File: config.mk
export PLATFORM = sky130hd
export DESIGN_NAME = vpu_operand_fetch
export DESIGN_NICKNAME = d
export VERILOG_FILES = /design/src/rtl/vpu_operand_fetch.sv
export SDC_FILE = /design/constraint.sdc
export NUM_CORES = 1
export LEC_CHECK = 0
export CAP_MARGIN = 10
export CORE_MARGIN = 5
export CORE_UTILIZATION = 25
export CTS_CLUSTER_DIAMETER = 50
export CTS_CLUSTER_SIZE = 10
export DETAILED_ROUTE_END_ITERATION = 16
export HOLD_SLACK_MARGIN = 0.1
export PLACE_DENSITY_LB_ADDON = 0.15
export SLEW_MARGIN = 20
export SYNTH_ARGS = -nofsm -noshare
export SYNTH_HDL_FRONTEND = slang
export SYNTH_SLANG_ARGS = --single-unit
File: constraint.sdc
create_clock -name clk -period 3.3 [get_ports clk]
set_input_delay 0.66 -clock clk [delete_from_list [all_inputs] [get_ports clk]]
set_output_delay 0.66 -clock clk [all_outputs]
set_load 0.02 [all_outputs]
File: src/rtl/vpu_operand_fetch.sv
// Operand fetch stage: accepts a decoded vector request, streams per-beat SRAM reads on all
// enabled ports, and returns the operand beats in order through a credit-protected buffer.
module vpu_operand_fetch #(
   parameter int unsigned SRAM_R_PORT_CNT    = 3,
   parameter int unsigned OPERAND_ADDR_WIDTH = 8,
   parameter int unsigned VEC_LEN_LG2        = 5,
   parameter int unsigned DATA_WIDTH         = 32,
   parameter int unsigned SRAM_RD_LAT        = 1,
   parameter int unsigned OBUF_DEPTH         = 4
) (
   input  logic                                                   clk,
   input  logic                                                   rst_n,
   input  logic                                                   req_valid_i,
   input  logic [SRAM_R_PORT_CNT-1:0]                             req_rvalid_i,
   input  logic [SRAM_R_PORT_CNT-1:0][OPERAND_ADDR_WIDTH-1:0]     req_raddr_i,
   input  logic [VEC_LEN_LG2-1:0]                                 req_vlen_i,
   input  logic [OPERAND_ADDR_WIDTH-1:0]                          req_waddr_i,
   output logic                                                   rden_o,
   output logic [SRAM_R_PORT_CNT-1:0]                             sram_rden_o,
   output logic [SRAM_R_PORT_CNT-1:0][OPERAND_ADDR_WIDTH-1:0]     sram_raddr_o,
   input  logic [SRAM_R_PORT_CNT-1:0][DATA_WIDTH-1:0]             sram_rdata_i,
   output logic                                                   op_valid_o,
   input  logic                                                   op_ready_i,
   output logic [SRAM_R_PORT_CNT-1:0][DATA_WIDTH-1:0]             op_data_o,
   output logic [OPERAND_ADDR_WIDTH-1:0]                          op_waddr_o,
   output logic                                                   op_last_o
);

   localparam int unsigned PtrW = (OBUF_DEPTH > 1) ? $clog2(OBUF_DEPTH) : 1;
   localparam int unsigned CntW = $clog2(OBUF_DEPTH + 1);

   typedef logic [SRAM_R_PORT_CNT-1:0][DATA_WIDTH-1:0] lanes_t;
   typedef enum logic {StIdle, StIssue} state_e;

   state_e                                               state_q;
   logic [SRAM_R_PORT_CNT-1:0]                           mask_q;
   logic [SRAM_R_PORT_CNT-1:0][OPERAND_ADDR_WIDTH-1:0]   raddr_q;
   logic [VEC_LEN_LG2-1:0]                               vlen_q;
   logic [OPERAND_ADDR_WIDTH-1:0]                        waddr_q;
   logic [VEC_LEN_LG2-1:0]                               beat_q;

   logic                                                 pipe_vld_q   [SRAM_RD_LAT];
   logic [OPERAND_ADDR_WIDTH-1:0]                        pipe_waddr_q [SRAM_RD_LAT];
   logic                                                 pipe_last_q  [SRAM_RD_LAT];
   logic [SRAM_R_PORT_CNT-1:0]                           pipe_mask_q  [SRAM_RD_LAT];

   lanes_t                                               obuf_data_q  [OBUF_DEPTH];
   logic [OPERAND_ADDR_WIDTH-1:0]                        obuf_waddr_q [OBUF_DEPTH];
   logic                                                 obuf_last_q  [OBUF_DEPTH];
   logic [PtrW-1:0]                                      wr_ptr_q, rd_ptr_q;
   logic [CntW-1:0]                                      count_q, count_d;

   logic                                                 accept, issue, credit_ok;
   logic                                                 push, pop;
   logic [OPERAND_ADDR_WIDTH-1:0]                        beat_ext;
   int unsigned                                          outst;
   lanes_t                                               push_data;

   assign beat_ext = OPERAND_ADDR_WIDTH'(beat_q);

   // Credits cover reads still in flight, so the buffer can never overflow on arrival.
   always_comb begin
      outst = 0;
      for (int k = 0; k < SRAM_RD_LAT; k++) begin
         outst = outst + 32'(pipe_vld_q[k]);
      end
      credit_ok = (outst + 32'(count_q)) < OBUF_DEPTH;
   end

   assign accept = (state_q == StIdle) && req_valid_i;
   assign issue  = (state_q == StIssue) && credit_ok;
   assign rden_o = accept && rst_n;

   always_comb begin
      for (int i = 0; i < SRAM_R_PORT_CNT; i++) begin
         sram_rden_o[i]  = issue && mask_q[i] && rst_n;
         sram_raddr_o[i] = sram_rden_o[i] ? (raddr_q[i] + beat_ext) : '0;
      end
   end

   always_ff @(posedge clk) begin
      if (!rst_n) begin
         state_q <= StIdle;
         beat_q  <= '0;
         mask_q  <= '0;
         raddr_q <= '0;
         vlen_q  <= '0;
         waddr_q <= '0;
      end else begin
         unique case (state_q)
            StIdle: begin
               if (req_valid_i) begin
                  mask_q  <= req_rvalid_i;
                  raddr_q <= req_raddr_i;
                  vlen_q  <= req_vlen_i;
                  waddr_q <= req_waddr_i;
                  beat_q  <= '0;
                  state_q <= StIssue;
               end
            end
            StIssue: begin
               if (issue) begin
                  beat_q <= beat_q + VEC_LEN_LG2'(1);
                  if (beat_q == vlen_q) state_q <= StIdle;
               end
            end
            default: state_q <= StIdle;
         endcase
      end
   end

   // Token pipeline mirrors the SRAM latency; clearing it on reset drops stale returns.
   always_ff @(posedge clk) begin
      if (!rst_n) begin
         for (int k = 0; k < SRAM_RD_LAT; k++) begin
            pipe_vld_q[k]   <= 1'b0;
            pipe_waddr_q[k] <= '0;
            pipe_last_q[k]  <= 1'b0;
            pipe_mask_q[k]  <= '0;
         end
      end else begin
         pipe_vld_q[0]   <= issue;
         pipe_waddr_q[0] <= waddr_q + beat_ext;
         pipe_last_q[0]  <= (beat_q == vlen_q);
         pipe_mask_q[0]  <= mask_q;
         for (int k = 1; k < SRAM_RD_LAT; k++) begin
            pipe_vld_q[k]   <= pipe_vld_q[k-1];
            pipe_waddr_q[k] <= pipe_waddr_q[k-1];
            pipe_last_q[k]  <= pipe_last_q[k-1];
            pipe_mask_q[k]  <= pipe_mask_q[k-1];
         end
      end
   end

   assign push = pipe_vld_q[SRAM_RD_LAT-1];
   assign pop  = op_valid_o && op_ready_i;

   always_comb begin
      for (int i = 0; i < SRAM_R_PORT_CNT; i++) begin
         push_data[i] = pipe_mask_q[SRAM_RD_LAT-1][i] ? sram_rdata_i[i] : '0;
      end
   end

   always_comb begin
      count_d = count_q;
      if (push && !pop)      count_d = count_q + CntW'(1);
      else if (!push && pop) count_d = count_q - CntW'(1);
   end

   always_ff @(posedge clk) begin
      if (!rst_n) begin
         wr_ptr_q <= '0;
         rd_ptr_q <= '0;
         count_q  <= '0;
      end else begin
         if (push) wr_ptr_q <= wr_ptr_q + PtrW'(1);
         if (pop)  rd_ptr_q <= rd_ptr_q + PtrW'(1);
         count_q <= count_d;
      end
   end

   always_ff @(posedge clk) begin
      if (push) begin
         obuf_data_q[wr_ptr_q]  <= push_data;
         obuf_waddr_q[wr_ptr_q] <= pipe_waddr_q[SRAM_RD_LAT-1];
         obuf_last_q[wr_ptr_q]  <= pipe_last_q[SRAM_RD_LAT-1];
      end
   end

   assign op_valid_o = rst_n && (count_q != '0);
   assign op_data_o  = op_valid_o ? obuf_data_q[rd_ptr_q] : '0;
   assign op_waddr_o = op_valid_o ? obuf_waddr_q[rd_ptr_q] : '0;
   assign op_last_o  = op_valid_o && obuf_last_q[rd_ptr_q];

endmodule

==> results of run 1 <==
==> worst max-delay path by stage <==
stage / slack (ns) / from / depth (start not counted) / to
6_report: 0.08 / beat_q[0] / 7 / sram_raddr_o[22]
5_1_grt: -0.07 / beat_q[0] / 7 / sram_raddr_o[22]
4_1_cts: -0.0002 / beat_q[2] / 6 / sram_raddr_o[23]
3_5_place_dp: -0.05 / rst_n / 8 / sram_raddr_o[11]
3_3_place_gp: -0.02 / rst_n / 8 / sram_raddr_o[21]
2_1_floorplan: 0.67 / beat_q[1] / 5 / sram_raddr_o[15]
==> power by group <==
group	internal (mW)	leakage, nW	switching (mW)
logic	1.18	4.10	1.25
registers	6.87	4.54	0.0872
clock network	4.43	1.12	2.86
==> metal layers <==
layer / wire length, um / share of wire / global-route usage
met5: 46 / 0.00086 / 0
met4: 1060 / 0.020 / 0.0361
met3: 3740 / 0.070 / 0.0383
met2: 26000 / 0.49 / 0.204
met1: 22700 / 0.42 / 0.156
==> cell type report <==
class | instances | area share
Inverter | 16 | 0.00223
Clock inverter | 36 | 0.0132
Timing Repair Buffer | 329 | 0.128
Tap cell | 1050 | 0.0489
Sequential cell | 488 | 0.520
Antenna cell | 5 | 0.000465
Clock buffer | 88 | 0.0727
Multi-Input combinational cell | 643 | 0.214
==> tightest hold or removal path: cells and delay by family, from the launching register on <==
family                 cells  cell delay (ns)
flip-flops                 1             0.30
buffers and inverters      1             0.07
AND/OR/NAND/NOR            1             0.06
==> per-stage QoR <==
| step | hold WS [ns] | setup TNS (ns) | instances | total power, mW | utilization |
|---|---|---|---|---|---|
| floorplan | 0.423 | 0 | 1208 | 8.43 | - |
| global placement | 0.447 | -0.0203 | 2519 | 9.60 | 0.307 |
| detailed placement | 0.455 | -0.0586 | 2519 | 9.61 | 0.307 |
| CTS | 0.461 | -0.000202 | 2650 | 17.0 | 0.338 |
| global route | 0.485 | -0.208 | 2650 | 17.5 | 0.339 |
| finish | 0.458 | 0 | 2655 | 16.7 | 0.339 |
==> logic make-up after synthesis <==
group,after synthesis,share of synthesized area
buffers and inverters,77,0.0193
AND/OR/NAND/NOR,381,0.103
AO/OA/AOI/OAI,102,0.0300
multiplexers,108,0.120
flip-flops,488,0.698
XOR/XNOR,21,0.00918
adder cells (fa/ha/maj),31,0.0212
==> registers in the layout, indices dropped and copies added (netlist names), named ones only <==
register,count
state_q,1
pipe_vld_q,1
mask_q,3
raddr_q,24
vlen_q,5
obuf_last_q,4
obuf_data_q,384
beat_q,5
pipe_last_q,1
rd_ptr_q,2
waddr_q,8
wr_ptr_q,2
obuf_waddr_q,32
pipe_waddr_q,8
pipe_mask_q,3
count_q,3
==> repair_timing <==
| action | in CTS | in global routing |
|---|---|---|
| buffers inserted | 4 | 0 |
| pin swaps | 1 | 1 |
| gates resized for setup | 127 | 37 |
| gates cloned | 3 | 0 |
| setup endpoints to repair | 99 | 36 |
==> cells in the final DEF, fill, tap and decap left out, types with 23 or more instances in the layout <==
cell	Yosys	layout
clkdlybuf4s50_1	0	155
a21oi_1	55	51
mux4_2	105	105
and2_1	210	210
nor2_1	34	33
nand2_1	92	92
dlygate4sd2_1	0	83
dfxtp_1	68	62
clkbuf_16	0	75
buf_4	0	37
ha_1	26	23
edfxtp_1	420	420
==> key figures, run 1 <==
Outcome
  • Status: completed

Detailed routing
  • Drt pass-1 iters: 4
  • Mean number of vias per cell: 4.30
  • Total routed wirelength: 53500 um
  • Via count: 11400
  • Routed Antenna Nets: 0
  • Residual DRC: 0
  • Routed WL per cell: 20.1 um
  • DRC marker count from the first detailed-route iteration: 564

Placement
  • Place WS: -0.0503 ns
  • # port buffers: 273
  • Dpl hpwl: 34000 um
  • Placer Congestion: 0.720
  • Placed Instance Area: 0.0244 sq mm

Timing
  • Slew HR: 0.561
  • Final WS setup: 0.0829 ns
  • Final critical-path share of the clock period: 0.975
  • Fin. Hold Viols: 0
  • Maximum clock frequency: 311 MHz
  • Slew Viols, Final: 0
  • Final Skew: 0.0217 ns
  • Crit path time final: 3.22 ns
  • Final Setup Violations: 0
  • RSZ-0062 raised after global routing: true
  • Slew @ Worst Pin: 0.659 ns

Yosys
  • EDFF count, synth: 420
  • #FFs+latches synth: 488
  • Async S/R FF share, synth: 0
  • Ys Warns: 0
  • Top-count cell post-synth: edfxtp_1
  • Syn Nets: 1379
  • Synth top area cells: edfxtp_1, mux4_2, dfxtp_1
  • Synth cell types: 46
  • Area fraction of the dominant cell type after synthesis: 0.630
  • Commonest cells in the netlist: edfxtp_1, and2_1, mux4_2, nand2_1, dfxtp_1
  • Largest area contributor in the netlist: edfxtp_1
  • Post-synthesis sequential area ratio: 0.698
  • Synthesized netlist cell count: 1208
  • Syn_area_per_cell: 16.6 sq um
  • Synth Cell Area: 0.0200 sq mm
  • Ys flop type: edfxtp_1

Final layout
  • Register area: 0.0140 sq mm
  • NumNets Final: 1724
  • Synthesis-to-finish area growth: 34.2%
  • Share of cells above drive strength 1: 0.197
  • Final Cell Area: 0.0269 sq mm
  • Fill count: 7715
  • Area of the multi-input gates: 0.00576 sq mm

Clocking
  • CTS tree: done
  • Clk root buf: clkbuf_16
  • Hold_buf cts: 0
  • Clock sinks: 488
  • # H-tree levels: 3
  • Num CTS Buffers: 75
  • Clock Tree Buf Depth: 3
  • Clk Latency, worst-skew pair: 0.60 ns
  • Clock-pin slew on the worst setup and hold paths: 0.05 ns

Global route
  • Vias in the first global route: 12700
  • Initial antenna violation count: 6
  • Grt ovf: 0
  • First-pass GRT wire length: 80300 um
  • GRT Overall Usage: 0.123
  • Pin count of the biggest net entering global routing: 60

Hold path
  • Hold wc startpoint: mask_q[2]
  • Hold path endpoint: pipe_mask_q[0][2]
  • Hold-critical path depth: 2
  • HP Class: register to register

Pwr
  • Maximum resistive drop on vdd: 0.300 mV
  • Pleak: 9.76 nW
  • Pwr/cell area: 620 mW/mm^2

Worst setup path
  • Worst setup SP type: register
  • Cell Chain, Critical Path: ha_1 -> fa_1 -> a21oi_1 -> o211ai_1 -> xnor2_1 -> nor2_1 -> clkdlybuf4s15_2
  • Worst Path Max Fanout: 6
  • Delay-heaviest family, CP: adder cells
  • Worst reg-to-reg path cell count: 9
  • R2R Setup Slk: 0.93 ns
  • Slowest cell on crit path: fa_1
  • WS Path Type: register to output pin
  • Crit path capture type: output pin
  • CP arrival: 2.56 ns
  • Reg-to-Reg End: count_q[2]
  • Worst path max stage delay: 0.41 ns
  • Reg2reg start: count_q[0]
  • Crit path required time: 2.64 ns
  • CP bufs+invs: 1

Die
  • Die width: 293 um
  • Std cell rows: 103
  • Initial core utilization: 0.253
  • Die area: 0.0859 sq mm
  • Die height: 293 um
  • I/O pin count: 274
  • Core area: 0.0793 sq mm

Job
  • Max Cap Viol: 0
No activity file was read; power rests on OpenSTA's default activity.
==> run 2, diff against run 1 <==
--- a/config.mk
+++ b/config.mk
@@ -6,6 +6,8 @@
 export NUM_CORES = 1
 export LEC_CHECK = 0
 export CAP_MARGIN = 10
+export CELL_PAD_IN_SITES_DETAIL_PLACEMENT = 2
+export CELL_PAD_IN_SITES_GLOBAL_PLACEMENT = 2
 export CORE_MARGIN = 5
 export CORE_UTILIZATION = 25
 export CTS_CLUSTER_DIAMETER = 50
==> run 2 against run 1 <==
  * Non-clock buffer count up 29
  * Design area up 0.83%
  * Cell count up 0.60%
  * Die area unchanged
  * Via count up 1.3%
  * Sequential power about the same
  * Sequential share of layout area down 0.39 points
  * Utilization up 0.28 points
  * Largest cell class unchanged
  * Highest routed layer unchanged
  * Clock power down 3%
  * Clock skew up 0.0034 ns
==> key figures, run 2 (synthesis gave the netlist of run 1 again) <==
Die
  • Die height: 293 um (unchanged)
  • Core area: 0.0793 sq mm (unchanged)
  • Die area: 0.0859 sq mm (unchanged)
  • Die width: 293 um (unchanged)
  • Initial core utilization: 0.253 (unchanged)
  • I/O pin count: 274 (unchanged)
  • Std cell rows: 103 (unchanged)

Detailed routing
  • Mean number of vias per cell: 4.32 (+0.66%)
  • Routed Antenna Nets: 0 (unchanged)
  • DRC marker count from the first detailed-route iteration: 399 (-29%)
  • Routed WL per cell: 21.7 um (+7.8%)
  • Residual DRC: 0 (unchanged)
  • Via count: 11600 (+1.3%)
  • Total routed wirelength: 58000 um (+8.4%)
  • Drt pass-1 iters: 4 (unchanged)

Timing
  • Maximum clock frequency: 317 MHz (+2.1%)
  • Hold slack final: 0.462 ns (+0.00332 ns)
  • Final Setup Violations: 0 (unchanged)
  • Slew @ Worst Pin: 0.853 ns (+0.194 ns)
  • Final WS setup: 0.148 ns (+0.0650 ns)
  • Final Skew: 0.0251 ns (+0.00336 ns)
  • Slew HR: 0.431 (-0.130)
  • Fin. Hold Viols: 0 (unchanged)
  • Slew Viols, Final: 0 (unchanged)
  • Final critical-path share of the clock period: 0.955 (-0.0197)
  • Crit path time final: 3.15 ns (-0.0650 ns)

Worst setup path
  • Slowest cell on crit path: clkdlybuf4s50_1
  • Worst setup SP type: register
  • Reg-to-Reg End: count_q[2]
  • Worst Path Max Fanout: 8 (+2)
  • Reg2reg start: count_q[0]
  • CP arrival: 2.49 ns (-0.07 ns)
  • Worst path max stage delay: 0.62 ns (+0.21 ns)
  • R2R Setup Slk: 0.73 ns (-0.20 ns)
  • Crit path from: beat_q[0]
  • Worst reg-to-reg path cell count: 9 (unchanged)
  • WS Path Type: register to output pin
  • Cell Chain, Critical Path: ha_2 -> fa_1 -> xnor2_1 -> nor2_1 -> clkdlybuf4s50_1
  • Crit path required time: 2.64 ns (about the same)
  • CP bufs+invs: 1 (unchanged)
  • Crit path capture type: output pin
  • Delay-heaviest family, CP: adder cells

Hold path
  • Hold wc startpoint: raddr_q[20]
  • HP Class: register to register
  • Hold-critical path depth: 2 (unchanged)
  • Hold path endpoint: raddr_q[20]

Final layout
  • Biggest regs: obuf_data_q: 384 flops, obuf_waddr_q: 32 flops, raddr_q: 24 flops
  • NumNets Final: 1749 (+1.5%)
  • Synthesis-to-finish area growth: 35.3%
  • Commonest non-fill, non-tap cell in the layout: edfxtp_1
  • Fill count: 8008 (+3.8%)
  • Max reg flops: 384 (unchanged)
  • Most frequent cells in the layout: edfxtp_1, and2_1, clkdlybuf4s50_1
  • Top reg by flops: obuf_data_q
  • Share of cells above drive strength 1: 0.206 (+0.00943)

Pwr
  • Power share of the sequential group: 0.418 (about the same)
  • Int Power: 12.5 mW (+0.31%)
  • Switching Share: 0.248 (-0.00328)
  • Maximum resistive drop on vdd: 0.288 mV (-4.0%)
  • Clk pwr share: 0.426 (-0.011)
  • Pwr/cell area: 614 mW/mm^2 (-0.95%)
  • Power share of the combinational group: 0.156 (+0.010)
  • P_sw: 4.14 mW (-1.4%)
  • Pleak: 10.2 nW (+4.1%)

Clocking
  • Clock-pin slew on the worst setup and hold paths: 0.05 ns (about the same)
  • Clock sinks: 488 (unchanged)
  • Hold_buf cts: 0 (unchanged)
  • Num CTS Buffers: 71 (-5.3%)
  • Clock Tree Buf Depth: 3 (unchanged)
  • # H-tree levels: 3 (unchanged)
  • Clk Latency, worst-skew pair: 0.60 ns (about the same)
  • Clk root buf: clkbuf_16
  • CTS tree: done

Global route
  • Initial antenna violation count: 7 (+1)
  • Pin count of the biggest net entering global routing: 66 (+10%)
  • GRT Overall Usage: 0.133 (+0.00970)
  • Vias in the first global route: 13200 (+4.1%)
  • Grt ovf: 0 (unchanged)
  • First-pass GRT wire length: 85900 um (+7.0%)

Placement
  • # port buffers: 273 (unchanged)
  • Place WS: -0.162 ns (-0.112 ns)
  • Placer Congestion: 0.706 (-2.0%)
  • Dpl hpwl: 36800 um (+8.3%)

Outcome
  • Status: completed

Job
  • Max Cap Viol: 0 (unchanged)
## run 2: cell types whose count changed in the layout (fill, tap and decap cells not counted), sizes merged
cell	change
clkdlybuf4s50	-9
clkinvlp	-3
clkinv	-2
bufinv	+2
clkdlybuf4s15	-3
buf	+30
bufbuf	-2
clkbuf	+1
inv	-6
diode	-3
dlymetal6s2s	+19
dlygate4sd2	-8
## run 2: repair_timing
item	in CTS	in global routing
endpoints found under the setup margin	127	50
pin swaps	0	2
buffers inserted	7	11
endpoints found under the hold margin	0	0
gates cloned	3	1
resized for setup	121	57
## run 2: final cells by class
type / count / area (sq um) / share of cell area
antenna: 2 / 5.00 / 0.000185
clock buffer: 87 / 1890 / 0.0697
clock inverter: 27 / 318 / 0.0117
inverter: 16 / 60.1 / 0.00222
multi-input combinational: 643 / 5760 / 0.213
sequential: 488 / 14000 / 0.516
tap: 1050 / 1310 / 0.0485
timing repair buffer: 358 / 3760 / 0.139
## run 2: power by group through the flow
stage | registers [mW] | logic [mW] | clock network (mW)
final | 6.95 | 2.60 | 7.10
after CTS | 6.96 | 2.66 | 7.37
after global routing | 6.97 | 2.83 | 7.65
after detailed placement | 7.08 | 2.61 | 0
after global placement | 7.07 | 2.58 | 0
after floorplan | 7.05 | 1.38 | 0
## run 2: worst max-delay path by stage
stage,to,slack [ns],cells after the start
4_1_cts,op_data_o[67],-0.12,4
3_3_place_gp,op_waddr_o[0],-0.12,6
5_1_grt,sram_raddr_o[15],-0.02,8
6_report,sram_raddr_o[18],0.15,5
3_5_place_dp,op_data_o[68],-0.16,6
2_1_floorplan,sram_raddr_o[15],0.67,5
## run 2: layer usage
metal,part of all wire,vias up,track usage
met1,0.43,5903,0.171
met5,0.00091,-,0
met2,0.50,240,0.226
met4,0.018,8,0.0315
met3,0.049,83,0.0342
li1,-,5317,-
## run 2: worst register-to-register path, delay by kind of cell (launching register included)
family          cells  cell delay [ns]
fa+ha+maj           2             0.58
compound gates      2             0.56
simple gates        2             0.43
buf+inv             2             0.40
flops               1             0.36
xor+xnor            1             0.18
## run 2: metrics by stage
| step | std cells | util | total power, mW | area [sq um] | setup TNS (ns) |
|---|---|---|---|---|---|
| after floorplan | 1208 | - | 8.43 | 20000 | 0 |
| after global placement | 2533 | 0.309 | 9.66 | 24500 | -8.41 |
| after detailed placement | 2533 | 0.309 | 9.69 | 24500 | -10.60 |
| after global routing | 2669 | 0.342 | 17.5 | 27100 | -0.0183 |
| final | 2671 | 0.342 | 16.7 | 27100 | 0 |
| after CTS | 2657 | 0.339 | 17.0 | 26800 | -0.330 |
==> run 3, diff against run 2 <==
--- a/config.mk
+++ b/config.mk
@@ -15,6 +15,7 @@
 export DETAILED_ROUTE_END_ITERATION = 16
 export HOLD_SLACK_MARGIN = 0.1
 export PLACE_DENSITY_LB_ADDON = 0.15
+export SKIP_LAST_GASP = 1
 export SLEW_MARGIN = 20
 export SYNTH_ARGS = -nofsm -noshare
 export SYNTH_HDL_FRONTEND = slang
==> run 3 against run 2 <==
  * Total power increased by 0.47%
  * Sequential share of layout area decreased by 0.22 points
  * Largest cell class unchanged
  * Cell count about the same
  * Largest power group unchanged
  * Clock power about the same
==> key figures, run 3 (synthesis gave the netlist of run 1 again) <==
Final layout
  • Register area: 0.0140 sq mm (unchanged)
  • Max reg flops: 384 (unchanged)
  • Fill count: 7978 (-0.37%)
  • Most frequent cells in the layout: edfxtp_1, and2_1, clkdlybuf4s50_1
  • Share of cells above drive strength 1: 0.205 (-0.000871)
  • Top reg by flops: obuf_data_q
  • NumNets Final: 1751 (+0.11%)
  • Biggest regs: obuf_data_q: 384 flops, obuf_waddr_q: 32 flops, raddr_q: 24 flops
  • Commonest non-fill, non-tap cell in the layout: edfxtp_1
  • Synthesis-to-finish area growth: 35.9%
  • Area of the multi-input gates: 0.00572 sq mm (-0.67%)

Placement
  • Place WS: -0.162 ns (unchanged)
  • Dpl hpwl: 36800 um (unchanged)
  • # port buffers: 273 (unchanged)
  • Placer Congestion: 0.706 (unchanged)

Clocking
  • Hold_buf cts: 0 (unchanged)
  • Clock sinks: 488 (unchanged)
  • Clk Latency, worst-skew pair: 0.60 ns (about the same)
  • CTS tree: done
  • Clock-pin slew on the worst setup and hold paths: 0.05 ns (about the same)
  • Num CTS Buffers: 71 (unchanged)
  • Clk root buf: clkbuf_16
  • # H-tree levels: 3 (unchanged)
  • Clock Tree Buf Depth: 3 (unchanged)

Hold path
  • HP Class: register to register

Detailed routing
  • Mean number of vias per cell: 4.31 (-0.24%)
  • Routed WL per cell: 21.7 um (-0.14%)
  • DRC marker count from the first detailed-route iteration: 375 (-6.0%)
  • Routed Antenna Nets: 0 (unchanged)
  • Total routed wirelength: 58000 um (about the same)
  • Residual DRC: 0 (unchanged)
  • Drt pass-1 iters: 6 (+2)
  • Via count: 11500 (-0.16%)

Die
  • Die area: 0.0859 sq mm (unchanged)
  • Core area: 0.0793 sq mm (unchanged)
  • I/O pin count: 274 (unchanged)
  • Std cell rows: 103 (unchanged)
  • Die width: 293 um (unchanged)
  • Initial core utilization: 0.253 (unchanged)
  • Die height: 293 um (unchanged)

Pwr
  • Pwr/cell area: 615 mW/mm^2 (about the same)
  • Power Total: 16.7 mW (+0.47%)
  • Int Power: 12.6 mW (+0.61%)
  • Switching Share: 0.247 (-0.000995)
  • P_sw: 4.14 mW (about the same)
  • Maximum resistive drop on vdd: 0.289 mV (+0.40%)
  • Power share of the sequential group: 0.416 (-0.002)
  • Clk pwr share: 0.425 (about the same)
  • Pleak: 10.4 nW (+2.5%)
  • Power share of the combinational group: 0.160 (+0.004)

Timing
  • Slew Viols, Final: 0 (unchanged)
  • Slew HR: 0.432 (+0.000434)
  • Final Skew: 0.0306 ns (+0.00553 ns)
  • RSZ-0062 raised after global routing: true
  • Final WS setup: 0.101 ns (-0.0471 ns)
  • Fin. Hold Viols: 0 (unchanged)
  • Final Setup Violations: 0 (unchanged)
  • Slew @ Worst Pin: 0.853 ns (-0.000652 ns)
  • Crit path time final: 3.20 ns (+0.0471 ns)
  • Final setup TNS: 0 ns (unchanged)
  • Final critical-path share of the clock period: 0.969 (+0.0143)
  • Maximum clock frequency: 313 MHz (-1.5%)

Worst setup path
  • Worst setup SP type: register
  • CP most frequent cell: buf_4
  • Slowest cell on crit path: mux4_2
  • Cell Chain, Critical Path: buf_4 -> buf_16 -> buf_4 -> mux4_2 -> and2_1 -> dlygate4sd2_1
  • CP bufs+invs: 4 (+3)
  • Worst Path Max Fanout: 14 (+6)
  • WS Path Type: register to output pin
  • Worst path max stage delay: 0.53 ns (-0.09 ns)
  • CP arrival: 2.54 ns (+0.05 ns)
  • Crit path required time: 2.64 ns (about the same)
  • Delay-heaviest family, CP: buffers and inverters
  • Crit path capture type: output pin

Global route
  • First-pass GRT wire length: 85900 um (about the same)
  • Vias in the first global route: 13200 (-0.045%)
  • Initial antenna violation count: 7 (unchanged)
  • Grt ovf: 0 (unchanged)
  • GRT Overall Usage: 0.133 (about the same)
  • Pin count of the biggest net entering global routing: 66 (unchanged)

Outcome
  • Status: completed

Job
  • Max Cap Viol: 0 (unchanged)
==> run 3: path summary, 6_finish.rpt <==
kind | startpoint | endpoint | slack, ns | cells past startpoint
worst max-delay path | register | op_data_o[91] | 0.10 | 6
worst min-delay path | raddr_q[18] | raddr_q[18] | 0.46 | 2
worst max register to register | count_q[0] | count_q[2] | 0.73 | 9
worst min register to register | raddr_q[18] | raddr_q[18] | 0.46 | 2
==> run 3: power groups by stage <==
stage / sequential, mW / clock [mW] / combinational, mW
3_3_place_gp: 7.07 / 0 / 2.58
4_1_cts: 6.96 / 7.37 / 2.75
3_5_place_dp: 7.08 / 0 / 2.61
5_1_grt: 6.97 / 7.66 / 2.90
6_report: 6.96 / 7.10 / 2.67
2_1_floorplan: 7.05 / 0 / 1.38
==> run 3: what timing repair did <==
action | 4_1_cts | 5_1_grt
cloned | 3 | 1
setup buffers | 7 | 13
pin swaps | 0 | 2
setup endpoints to repair | 127 | 96
resized for setup | 64 | 84
==> run 3: metrics by stage <==
step / instances / cell area, sq um / hold slack [ns] / utilization
final: 2673 / 27200 / 0.457 / 0.343
after global routing: 2671 / 27200 / 0.480 / 0.343
after CTS: 2657 / 26900 / 0.461 / 0.339
after detailed placement: 2533 / 24500 / 0.456 / 0.309
after global placement: 2533 / 24500 / 0.450 / 0.309
after floorplan: 1208 / 20000 / 0.423 / -
==> run 3: tightest hold or removal path, cell delays in order, from the launching register on <==
cell     delay, ns
dfxtp_1       0.30
nand2_1       0.05
a21oi_1       0.05
==> run 3: routing by layer <==
| metal | global-route usage | wire, um |
|---|---|---|
| met3 | 0.0340 | 2810 |
| met1 | 0.171 | 25300 |
| met4 | 0.0315 | 1040 |
| met2 | 0.226 | 28800 |
| met5 | 0 | 54 |
==> run 3: area by class of cell <==
cell class                 instances  share of cell area
tap                             1050              0.0483
clock inverter                    27              0.0117
inverter                          16             0.00221
multi-input combinational        643               0.210
timing repair buffer             360               0.144
clock buffer                      87              0.0694
antenna                            2            0.000184
sequential                       488               0.514
==> RTL edit (config.mk and constraints of run 2) <==
Change the parameter `SRAM_RD_LAT` from 1 to 2.
--- a/src/rtl/vpu_operand_fetch.sv
+++ b/src/rtl/vpu_operand_fetch.sv
@@ -5,7 +5,7 @@
    parameter int unsigned OPERAND_ADDR_WIDTH = 8,
    parameter int unsigned VEC_LEN_LG2        = 5,
    parameter int unsigned DATA_WIDTH         = 32,
-   parameter int unsigned SRAM_RD_LAT        = 1,
+   parameter int unsigned SRAM_RD_LAT        = 2,
    parameter int unsigned OBUF_DEPTH         = 4
 ) (
    input  logic                                                   clk,
Formal check against the unedited RTL: not equivalent (a bounded check fails within 4 cycles, from zero or initial values and one cycle with rst_n low).
==> RTL edit against run 2 <==
  * Sequential power increased by 0.9%
  * Sequential cell count increased by 13
  * Count of clock-buffer cells in the layout increased by 2
  * Routed wire length decreased by 2.6%
  * Total power increased by 2.0%
  * Setup slack got worse by 0.057 ns
  * Final area increased by 1.2%
  * Synthesized area increased by 1.7%
  * Largest power group unchanged
==> RTL edit: results <==
export IMPL_run_status="complete, no violations"
export IMPL_numSequentialCells=501
export IMPL_gate_family_responsible_for_the_most_delay_along_the_worst_path="simple AND/OR/NAND/NOR gates"
export IMPL_layout_multi_input_combinational_cell_count=657
export IMPL_pg_seq_mw=7.01
export IMPL_synth_distinct_cells=44
export IMPL_routed_via_count=11771
export IMPL_synth_fp_nets=1411
export IMPL_ctsResizeCount=128
export IMPL_timing_critical_path_fanout_max=4
export IMPL_dpl_hpwl_um=35200
export IMPL_synth_top_cells_by_area="sky130_fd_sc_hd__edfxtp_1 62%, sky130_fd_sc_hd__mux4_2 12%, sky130_fd_sc_hd__dfxtp_1 8.0%, sky130_fd_sc_hd__and2_1 6.8%, sky130_fd_sc_hd__nand2_1 1.7%"
export IMPL_wl_met3_um=2610
export IMPL_worst_path_max_delay_cell="sky130_fd_sc_hd__or4_1"
export IMPL_critical_path_max_stage_delay_ns=0.53
export IMPL_instances_no_fill=2700
export IMPL_final_layout_clock_buffer_total=89
export IMPL_holdCritStartpoint="pipe_last_q[0][0]"
export IMPL_net_sw_power_mw=3.96
export IMPL_average_detailed_routed_wire_length_per_instance_um=20.9
export IMPL_post_synth_top_area_fraction_pct=61.9
export IMPL_cts_made_buffers=76
export IMPL_filler_cell_count=8226
export IMPL_critPathLaunch="beat_q[2]"
export IMPL_dpl_worst_slack_ns=-0.184
export IMPL_ir_drop_mv=0.295
export IMPL_dp_cells=2568
export IMPL_power_leakage_nw=9.54
export IMPL_post_cts_repair_setup_buffers=3
export IMPL_final_clk_cell_share_pct=9.29
export IMPL_detail_route_iter0_violations=439
export IMPL_crit_arrival_ns=2.55
export IMPL_slew_headroom_pct=48.8
export IMPL_grt_usage_pct=13.0
export IMPL_nonClockInverterCount=18
export IMPL_power_combinational_total_mw=1.90
export IMPL_grt_met2_usage_pct=22.9
export IMPL_global_route_usage_met1_pct=15.9
export IMPL_final_layout_size_suffix_gt1_share_pct=20.8
export IMPL_highest_signal_layer="met4"
export IMPL_multi_input_area_um2=5860
export IMPL_antenna_found_initial=3
export IMPL_grt_pass1_vias=13655
export IMPL_grt_max_degree=106
export IMPL_design_final_nets=1761
export IMPL_grt_met3_usage_pct=3.16
-- RTL edit: changes by cell type in the layout (fill, tap and decap cells not counted), moves of 11 or more --
cell | run 2 | this run
sky130_fd_sc_hd__dlymetal6s2s_1 | 37 | 23
sky130_fd_sc_hd__dfxtp_1 | 61 | 75
sky130_fd_sc_hd__buf_4 | 61 | 48
sky130_fd_sc_hd__dlygate4sd2_1 | 75 | 61
sky130_fd_sc_hd__clkdlybuf4s50_1 | 146 | 159
sky130_fd_sc_hd__and2_1 | 210 | 221
-- RTL edit: worst paths after layout --
kind,to,slack [ns],cells after the start
setup / recovery,sram_raddr_o[15],0.09,7
hold reg to reg,pipe_last_q[0][1],0.43,1
setup reg to reg,count_q[2],0.80,10
hold / removal,pipe_last_q[0][1],0.43,1
-- RTL edit: cell families after synthesis --
family / share of synthesized area, %
flops: 69.8
simple gates: 10.4
mux: 11.8
compound gates: 3.13
buf+inv: 1.84
fa+ha+maj: 2.15
xor+xnor: 0.774
